===== config.mk =====
export PLATFORM = sky130hd
export DESIGN_NAME = mem_rep_agu
export DESIGN_NICKNAME = d
export VERILOG_FILES = /design/src/rtl/mem_rep_pkg.sv /design/src/rtl/mem_rep_step_gen.sv /design/src/rtl/mem_rep_agu.sv
export SDC_FILE = /design/constraint.sdc
export NUM_CORES = 1
export LEC_CHECK = 0
export CORE_MARGIN = 5
export CORE_UTILIZATION = 52
export DETAILED_ROUTE_END_ITERATION = 7
export GPL_ROUTABILITY_DRIVEN = 0
export MAX_ROUTING_LAYER = met4
export PLACE_DENSITY = 0.82
export SETUP_SLACK_MARGIN = 0.4
export SLEW_MARGIN = 20
export SYNTH_ARGS = -nofsm -noshare
export SYNTH_HDL_FRONTEND = slang
export SYNTH_HIERARCHICAL = 1
export SYNTH_SLANG_ARGS = --single-unit
export TNS_END_PERCENT = 10

===== constraint.sdc =====
create_clock -name clk -period 5.6 [get_ports clk]
set_input_delay 1.12 -clock clk [delete_from_list [all_inputs] [get_ports clk]]
set_output_delay 1.12 -clock clk [all_outputs]
set_load 0.02 [all_outputs]

===== src/rtl/mem_rep_pkg.sv =====
// Shared types and constants for the M-stage string-op address engine.
// State encoding, REP mode codes, operand size codes and step magnitudes.
package mem_rep_pkg;

  typedef enum logic {
    IDLE = 1'b0,
    RUN  = 1'b1
  } state_e;

  localparam logic [1:0] REP_MODE_REP   = 2'b00;
  localparam logic [1:0] REP_MODE_REPE  = 2'b01;
  localparam logic [1:0] REP_MODE_REPNE = 2'b10;

  localparam logic [1:0] OPSIZE_B = 2'b00;
  localparam logic [1:0] OPSIZE_W = 2'b01;
  localparam logic [1:0] OPSIZE_D = 2'b10;
  localparam logic [1:0] OPSIZE_Q = 2'b11;

  localparam logic [3:0] STEP_B = 4'd1;
  localparam logic [3:0] STEP_W = 4'd2;
  localparam logic [3:0] STEP_D = 4'd4;
  localparam logic [3:0] STEP_Q = 4'd8;

endpackage


===== src/rtl/mem_rep_step_gen.sv =====
// Per-iteration address step: size from opsize, negated when the
// direction flag is set. One instance feeds every channel adder.
module mem_rep_step_gen
  import mem_rep_pkg::*;
#(
  parameter int AW = 32
) (
  input  logic [1:0]    opsize,
  input  logic          dflag,
  output logic [AW-1:0] step
);

  logic [3:0]    mag4;
  logic [AW-1:0] mag;

  always_comb begin
    mag4 = STEP_B;
    unique case (opsize)
      OPSIZE_B: mag4 = STEP_B;
      OPSIZE_W: mag4 = STEP_W;
      OPSIZE_D: mag4 = STEP_D;
      OPSIZE_Q: mag4 = STEP_Q;
      default:  mag4 = STEP_B;
    endcase
    mag  = {{(AW-4){1'b0}}, mag4};
    step = dflag ? (~mag + 1'b1) : mag;
  end

endmodule


===== src/rtl/mem_rep_agu.sv =====
// REP/REPE/REPNE address and count engine for the M stage.
// IDLE bypasses the latch inputs; RUN replays from internal registers.
module mem_rep_agu
  import mem_rep_pkg::*;
#(
  parameter int NUM_CH = 2,
  parameter int AW     = 32,
  parameter int CW     = 32
) (
  input  logic                 clk,
  input  logic                 clr,
  input  logic                 valid_in,
  input  logic                 is_rep_in,
  input  logic [1:0]           rep_mode_in,
  input  logic [1:0]           opsize_in,
  input  logic                 dflag_set,
  input  logic                 dflag_clr,
  input  logic [NUM_CH*AW-1:0] addr_in,
  input  logic [CW-1:0]        cnt_in,
  input  logic                 hold_in,
  input  logic                 zf_valid_in,
  input  logic                 zf_in,
  output logic [NUM_CH*AW-1:0] addr_out,
  output logic [CW-1:0]        cnt_out,
  output logic                 iter_valid,
  output logic                 rep_stall,
  output logic                 rep_done,
  output logic                 busy
);

  state_e        state_q, state_d;
  logic          dflag_q, dflag_d;
  logic [CW-1:0] cnt_q, cnt_d;
  logic [1:0]    mode_q, mode_d;
  logic [1:0]    op_q, op_d;
  logic          load;
  logic          term;
  logic          in_run;
  logic [1:0]    mode_eff;
  logic [1:0]    op_eff;
  logic [AW-1:0] step;

  assign in_run   = (state_q == RUN);
  assign mode_eff = in_run ? mode_q : rep_mode_in;
  assign op_eff   = in_run ? op_q : opsize_in;
  assign cnt_out  = in_run ? cnt_q : cnt_in;
  assign busy     = in_run;

  assign term = zf_valid_in &
    (((mode_eff == REP_MODE_REPE) & ~zf_in) |
     ((mode_eff == REP_MODE_REPNE) & zf_in));

  mem_rep_step_gen #(.AW(AW)) u_step (
    .opsize (op_eff),
    .dflag  (dflag_q),
    .step   (step)
  );

  for (genvar ch = 0; ch < NUM_CH; ch++) begin : g_ch
    logic [AW-1:0] base;
    logic [AW-1:0] addr_d, addr_q;

    assign base = in_run ? addr_q : addr_in[ch*AW +: AW];
    assign addr_out[ch*AW +: AW] = base;

    always_comb begin
      addr_d = addr_q;
      if (load) addr_d = base + step;
    end

    always_ff @(posedge clk) begin
      if (clr) addr_q <= '0;
      else     addr_q <= addr_d;
    end
  end

  always_comb begin
    state_d    = state_q;
    cnt_d      = cnt_q;
    mode_d     = mode_q;
    op_d       = op_q;
    load       = 1'b0;
    iter_valid = 1'b0;
    rep_stall  = 1'b0;
    rep_done   = 1'b0;
    dflag_d    = dflag_q;
    if (dflag_set) dflag_d = 1'b1;
    if (dflag_clr) dflag_d = 1'b0;

    unique case (state_q)
      IDLE: begin
        if (valid_in && !is_rep_in) begin
          iter_valid = 1'b1;
        end else if (valid_in && cnt_in == '0) begin
          rep_done = 1'b1;
        end else if (valid_in) begin
          iter_valid = 1'b1;
          if (hold_in) begin
            rep_stall = (cnt_in != CW'(1));
          end else begin
            load   = 1'b1;
            cnt_d  = cnt_in - CW'(1);
            mode_d = rep_mode_in;
            op_d   = opsize_in;
            if (term || cnt_in == CW'(1)) begin
              rep_done = 1'b1;
            end else begin
              rep_stall = 1'b1;
              state_d   = RUN;
            end
          end
        end
      end
      RUN: begin
        iter_valid = 1'b1;
        if (hold_in) begin
          rep_stall = 1'b1;
        end else begin
          load  = 1'b1;
          cnt_d = cnt_q - CW'(1);
          // ZF abort wins over the count test
          if (term || cnt_q == CW'(1)) begin
            rep_done = 1'b1;
            state_d  = IDLE;
          end else begin
            rep_stall = 1'b1;
          end
        end
      end
      default: state_d = IDLE;
    endcase
  end

  always_ff @(posedge clk) begin
    if (clr) begin
      state_q <= IDLE;
      dflag_q <= 1'b0;
      cnt_q   <= '0;
      mode_q  <= '0;
      op_q    <= '0;
    end else begin
      state_q <= state_d;
      dflag_q <= dflag_d;
      cnt_q   <= cnt_d;
      mode_q  <= mode_d;
      op_q    <= op_d;
    end
  end

endmodule

==> qor.csv, run 1 <==
metric;value;unit
min cycle time layout;5.09;ns
sequential-to-total area share from yosys stat;21.6;%
Die Span Y;145;um
number of setup buffers added after CTS;0;
Area growth syn-to-layout;25.6;%
slew margin rel.;32.1;%
Slowest-stage cell, CP;clkdlybuf4s50_1;
highest-count cells in the layout ignoring fill and taps;clkdlybuf4s50_1 (206), nand2_1 (174), a21oi_1 (131), dfxtp_1 (100);
Worst-Margin Slew;1.01;ns
residual DRC count;0;
Finished Cell Area;11800;um2
Nets;1563;
dpl cell area;11500;um2
Die Width;145;um
Hold Violations, Final;0;
biggest cell delay along the critical path;0.53;ns
row count;49;
switch share;35.3;%
Gate Count Post-Synth;1235;
Top Family by Delay on Critical Path;simple AND/OR/NAND/NOR gates;
I/O Buffers;208;
crit path max fanout;4;
Setup TNS Final;0;ns
drt wl/cell;17.3;um
area of the multi-input gates;6870;um2
Clock Latency Late Sink;0.35;ns
total CTS buffers;9;
ys async rst share;0;%
Vias/cell;5.92;
hold slack;0.451;ns
all-layer global routing usage;26.4;%
largest net degree at the start of global routing;78;
final-report setup violation count;0;
# fillers;1542;
I/O pin total;209;
synth warn;6;
first-pass GRT wire length;44.2;mm
unrepaired setup endpoints after global routing;false;
CTS Root Cell;clkbuf_16;
worst min path class;reg -> reg;
register bit count reported by yosys;102;
remaining antenna violation count;0;
WP data required;4.48;ns
crit share post-route;90.8;%
Startpoint Class;input port;
Distinct cells, synth;72;
pwr dens;225;nW/um2
final WL;28.0;mm
status;finished, final reports clean;
clock share of power;26.9;%
Reg area;2050;um2
vias in the first global route;9033;
initial antenna violation count;0;
TritonCTS clock tree;done;
First DRT Iteration DRCs;667;
DR pass1 iterations;5;
Ant. Diodes;0;
Clock Sinks;102;
Clock Path Buffers;2;
HPWL Detailed;20.4;mm
Mapped Area;9430;um2
pins over their slew limit;0;
WP buf/inv;2;
sequential power share;31.1;%
H-tree depth;3;
Die ar.;20900;um2
maximum vdd drop;0.000152;V
endpoint class of the critical path;primary output;
WP data arrival;3.97;ns
Mapped Avg Cell Area;7.64;um2
CP dominant cell by count;clkdlybuf4s50_1;
Max Freq;197;MHz
commonest non-fill, non-tap cell in the layout;clkdlybuf4s50_1;
number of synthesized flops with an enable pin;0;
leakage;4.61;nW
initial core utilization;52.7;%
Post-Syn Nets;1413;
worst setup path class;in -> out;
Comb pwr share;42.0;%
total gr overflow;0;
via count;9575;
Pint;1.72;mW
Core Region;17900;um2
Psw;0.940;mW
MaxCap Viol Count;0;
Primary FF master, synth;dfxtp_1;
layout cells sized above 1;10.5;%
worst-path cell chain;clkdlybuf4s50_1, or3_4, or4_4, nor4_2, and4b_1, and2_2, nand2_1, a21o_1, clkdlybuf4s50_1;
Reg clk slew, reported paths;0.07;ns
Clock Skew;0.00863;ns
-- synthesized netlist by cell type (14+ instances only) --
cell | number | area [um2]
dfxtp_1 | 102 | 2040
xor2_1 | 16 | 140
mux2_2 | 88 | 991
a21oi_1 | 131 | 656
a21o_1 | 37 | 278
nand3_1 | 34 | 170
nor2_1 | 88 | 330
buf_4 | 30 | 225
clkbuf_1 | 45 | 169
nand2_1 | 174 | 653
xnor2_1 | 58 | 508
nor3_1 | 28 | 140
inv_1 | 26 | 97.6
o21ai_0 | 68 | 340
a211oi_1 | 23 | 173
nand2b_1 | 14 | 87.6
ha_1 | 67 | 838
-- per-stage QoR --
stage               utilization, %  setup slack, ns  cells  power (mW)
finish                        66.2            0.514   1618        2.66
CTS                           66.2            0.482   1618        2.67
detailed placement            64.3            0.335   1603        1.94
floorplan                        -            0.829   1235        1.58
global route                  66.2            0.400   1618        2.80
global placement              64.3            0.355   1603        1.93
-- layer usage --
layer	track usage, %	up-vias	routed length, um
met5	-	-	0
met4	7.76	0	539
met3	2.96	43	1730
met2	42.8	339	13000
met1	35.0	4436	12700
li1	-	4757	-
-- kinds of logic (layout without fill, tap and decap cells) --
kind of cell	count (synthesis)	in the layout	synth area share, %
xor gates and xnor gates	75	75	7.11
buffers and inverters	113	267	5.78
DFF	102	102	21.6
muxes	90	90	10.7
and+or+nand+nor	430	430	21.8
AOI/OAI and AO/OA	356	356	23.6
adders and majority gates	69	69	9.31
-- power by group through the flow --
| stage | combinational (mW) | clock (mW) | sequential, mW |
|---|---|---|---|
| 2_1_floorplan | 0.758 | 0 | 0.823 |
| 3_3_place_gp | 1.09 | 0 | 0.841 |
| 4_1_cts | 1.11 | 0.729 | 0.827 |
| 5_1_grt | 1.22 | 0.751 | 0.835 |
| 6_report | 1.12 | 0.715 | 0.828 |
| 3_5_place_dp | 1.10 | 0 | 0.843 |
-- final timing paths --
check / start / slack (ns) / cells after the start / endpoint
hold / removal: g_ch[0].addr_q[25]$_SDFFE_PP0P_ / 0.45 / 2 / g_ch[0].addr_q[25]$_SDFFE_PP0P_
hold reg to reg: g_ch[0].addr_q[25]$_SDFFE_PP0P_ / 0.45 / 2 / g_ch[0].addr_q[25]$_SDFFE_PP0P_
setup / recovery: cnt_in[24] / 0.51 / 9 / iter_valid
setup reg to reg: busy$_SDFF_PP0_ / 1.28 / 14 / g_ch[0].addr_q[30]$_SDFFE_PP0P_
-- flip-flops by register name, summed over array words and instances (netlist names) --
signal and count:
g_ch.addr_q 64, cnt_q 32, mode_q 2, op_q 2, busy 1, dflag_q 1
-- worst reg2reg max path: cells and delay by family (launching register included) --
| kind | cells | cell delay, ns |
|---|---|---|
| AO/OA/AOI/OAI | 8 | 2.12 |
| flip-flops | 1 | 0.63 |
| adder cells (fa/ha/maj) | 1 | 0.47 |
| multiplexers | 1 | 0.45 |
| AND/OR/NAND/NOR | 3 | 0.36 |
| buffers and inverters | 1 | 0.18 |
-- layout make-up --
type                       count  area share, %
multi-input combinational   1020           58.0
clock inverter                 3          0.549
tap                          229           2.42
sequential                   102           17.3
inverter                      28          0.887
clock buffer                  12           2.26
timing repair buffer         224           18.7
-- repair_timing --
action                                  CTS  global route
gates cloned                              0             0
hold buffers                              0             0
endpoints found under the setup margin    1             1
gates resized for setup                   1             1
Power figures use the tool's default switching activity.
==> inputs of run 2 (changes only) <==
--- a/config.mk
+++ b/config.mk
@@ -9,10 +9,8 @@
 export CORE_UTILIZATION = 52
 export DETAILED_ROUTE_END_ITERATION = 7
 export GPL_ROUTABILITY_DRIVEN = 0
-export MAX_ROUTING_LAYER = met4
 export PLACE_DENSITY = 0.82
 export SETUP_SLACK_MARGIN = 0.4
-export SLEW_MARGIN = 20
 export SYNTH_ARGS = -nofsm -noshare
 export SYNTH_HDL_FRONTEND = slang
 export SYNTH_HIERARCHICAL = 1
==> run 2 against run 1 <==
Compared with the run above: worst setup slack worse by 0.028 ns; cell area is the same; clock-buffer cell count unchanged; combinational power barely moved; wire length up 0.11%; largest cell class unchanged.
==> qor.csv, run 2 (same netlist as run 1, synthesis figures left out) <==
metric;value;unit
Vias/cell;5.89;
worst min path class;reg -> reg;
final-report setup violation count;0;
I/O pin total;209;
Clock Path Buffers;2;
Top reg by flops;g_ch.addr_q;
TritonCTS clock tree;done;
commonest non-fill, non-tap cell in the layout;clkdlybuf4s50_1;
Startpoint Class;input port;
M3 GR Usage;3.38;%
Clock Latency Late Sink;0.35;ns
WP buf/inv;2;
DR pass1 iterations;5;
Die Width;145;um
Die Span Y;145;um
largest net degree at the start of global routing;78;
pwr dens;225;nW/um2
via count;9531;
status;finished, final reports clean;
Top Family by Delay on Critical Path;simple AND/OR/NAND/NOR gates;
I/O Buffers;208;
Worst-Margin Slew;1.01;ns
crit share post-route;91.3;%
leakage;4.61;nW
endpoint class of the critical path;primary output;
Die ar.;20900;um2
Slowest-stage cell, CP;clkdlybuf4s50_1;
worst setup path class;in -> out;
drt wl/cell;17.3;um
max FFs per register;64;
unrepaired setup endpoints after global routing;false;
first-pass GRT wire length;44.2;mm
slew margin rel.;32.7;%
WP data arrival;3.99;ns
Area growth syn-to-layout;25.6;%
busiest layer in global routing;met2;
residual DRC count;0;
Setup TNS Final;0;ns
Finished Cell Area;11800;um2
Ant. Diodes;0;
WP data required;4.48;ns
row count;49;
highest-count cells in the layout ignoring fill and taps;clkdlybuf4s50_1 (206), nand2_1 (174), a21oi_1 (131), dfxtp_1 (100);
final core occ;66.2;%
final non-filler cell total;1618;
vias in the first global route;9016;
Reg area;2050;um2
placed insts;1603;
dpl cell area;11500;um2
total gr overflow;0;
layout cells sized above 1;10.5;%
maximum vdd drop;0.000150;V
CP dominant cell by count;clkdlybuf4s50_1;
remaining antenna violation count;0;
First DRT Iteration DRCs;694;
Max Freq;196;MHz
Nets;1563;
all-layer global routing usage;25.7;%
final WL;28.0;mm
Hold Violations, Final;0;
biggest cell delay along the critical path;0.53;ns
# fillers;1542;
Clock Skew;0.00959;ns
biggest regs;g_ch.addr_q (64), cnt_q (32);
Clock Sinks;102;
HPWL Detailed;20.4;mm
GRT met2 Usage;42.8;%
number of setup buffers added after CTS;0;
crit path max fanout;4;
Core Region;17900;um2
initial core utilization;52.7;%
grt met1 use;34.8;%
power consumption;2.66;mW
initial antenna violation count;0;
MaxCap Viol Count;0;
CTS Root Cell;clkbuf_16;
min cycle time layout;5.11;ns
worst-path cell chain;clkdlybuf4s50_1, or3_4, or4_4, nor4_2, and4b_1, and2_2, nand2_1, a21o_1, clkdlybuf4s50_1;
area of the multi-input gates;6870;um2
pins over their slew limit;0;
total CTS buffers;9;
Reg clk slew, reported paths;0.07;ns
H-tree depth;3;
run 2: cell counts in the layout (fill, tap and decap cells not counted):
Identical to the previous run, type by type.
run 2: worst reg2reg max path, delay by kind of cell, from the launching register on:
| family | cells | cell delay (ns) |
|---|---|---|
| AOI/OAI and AO/OA | 8 | 2.12 |
| adders and majority gates | 1 | 0.47 |
| buffers and inverters | 1 | 0.17 |
| DFF | 1 | 0.63 |
| muxes | 1 | 0.45 |
| and+or+nand+nor | 3 | 0.35 |
run 2: layout make-up:
class | instances | area share, %
flip-flops and latches | 102 | 17.3
repair buffers | 224 | 18.7
inverters | 28 | 0.887
clock buffers | 12 | 2.26
well taps | 229 | 2.42
clock inverters | 3 | 0.549
multi-input cells | 1020 | 58.0
run 2: per-stage QoR:
| stage | hold WS (ns) | worst slack (ns) |
|---|---|---|
| finish | 0.450 | 0.486 |
| global route | 0.467 | 0.400 |
| CTS | 0.450 | 0.482 |
| detailed placement | 0.441 | 0.335 |
| global placement | 0.434 | 0.355 |
| floorplan | 0.420 | 0.829 |
run 2: final timing paths:
kind,from,endpoint,slack (ns),cells after the start
setup reg to reg,busy$_SDFF_PP0_,g_ch[0].addr_q[30]$_SDFFE_PP0P_,1.29,14
setup / recovery,cnt_in[24],iter_valid,0.49,9
hold reg to reg,g_ch[0].addr_q[15]$_SDFFE_PP0P_,g_ch[0].addr_q[15]$_SDFFE_PP0P_,0.45,2
hold / removal,g_ch[0].addr_q[15]$_SDFFE_PP0P_,g_ch[0].addr_q[15]$_SDFFE_PP0P_,0.45,2
run 2: where the power goes:
group	leakage (nW)	switching [mW]	internal, mW	total [mW]
clock network	0.164	0.286	0.429	0.714
logic	3.61	0.604	0.514	1.12
registers	0.833	0.0495	0.779	0.828
total	4.61	0.939	1.72	2.66
run 2: what timing repair did:
action                                 CTS  global route
hold buffers                             0             0
setup endpoints to repair                1             1
gates resized for setup                  1             1
endpoints found under the hold margin    0             0
run 2: layer usage:
metal | wire length [um] | part of all wire, %
met5 | 0 | 0
met4 | 533 | 1.9
met3 | 1820 | 6.5
met2 | 13000 | 46
met1 | 12700 | 45
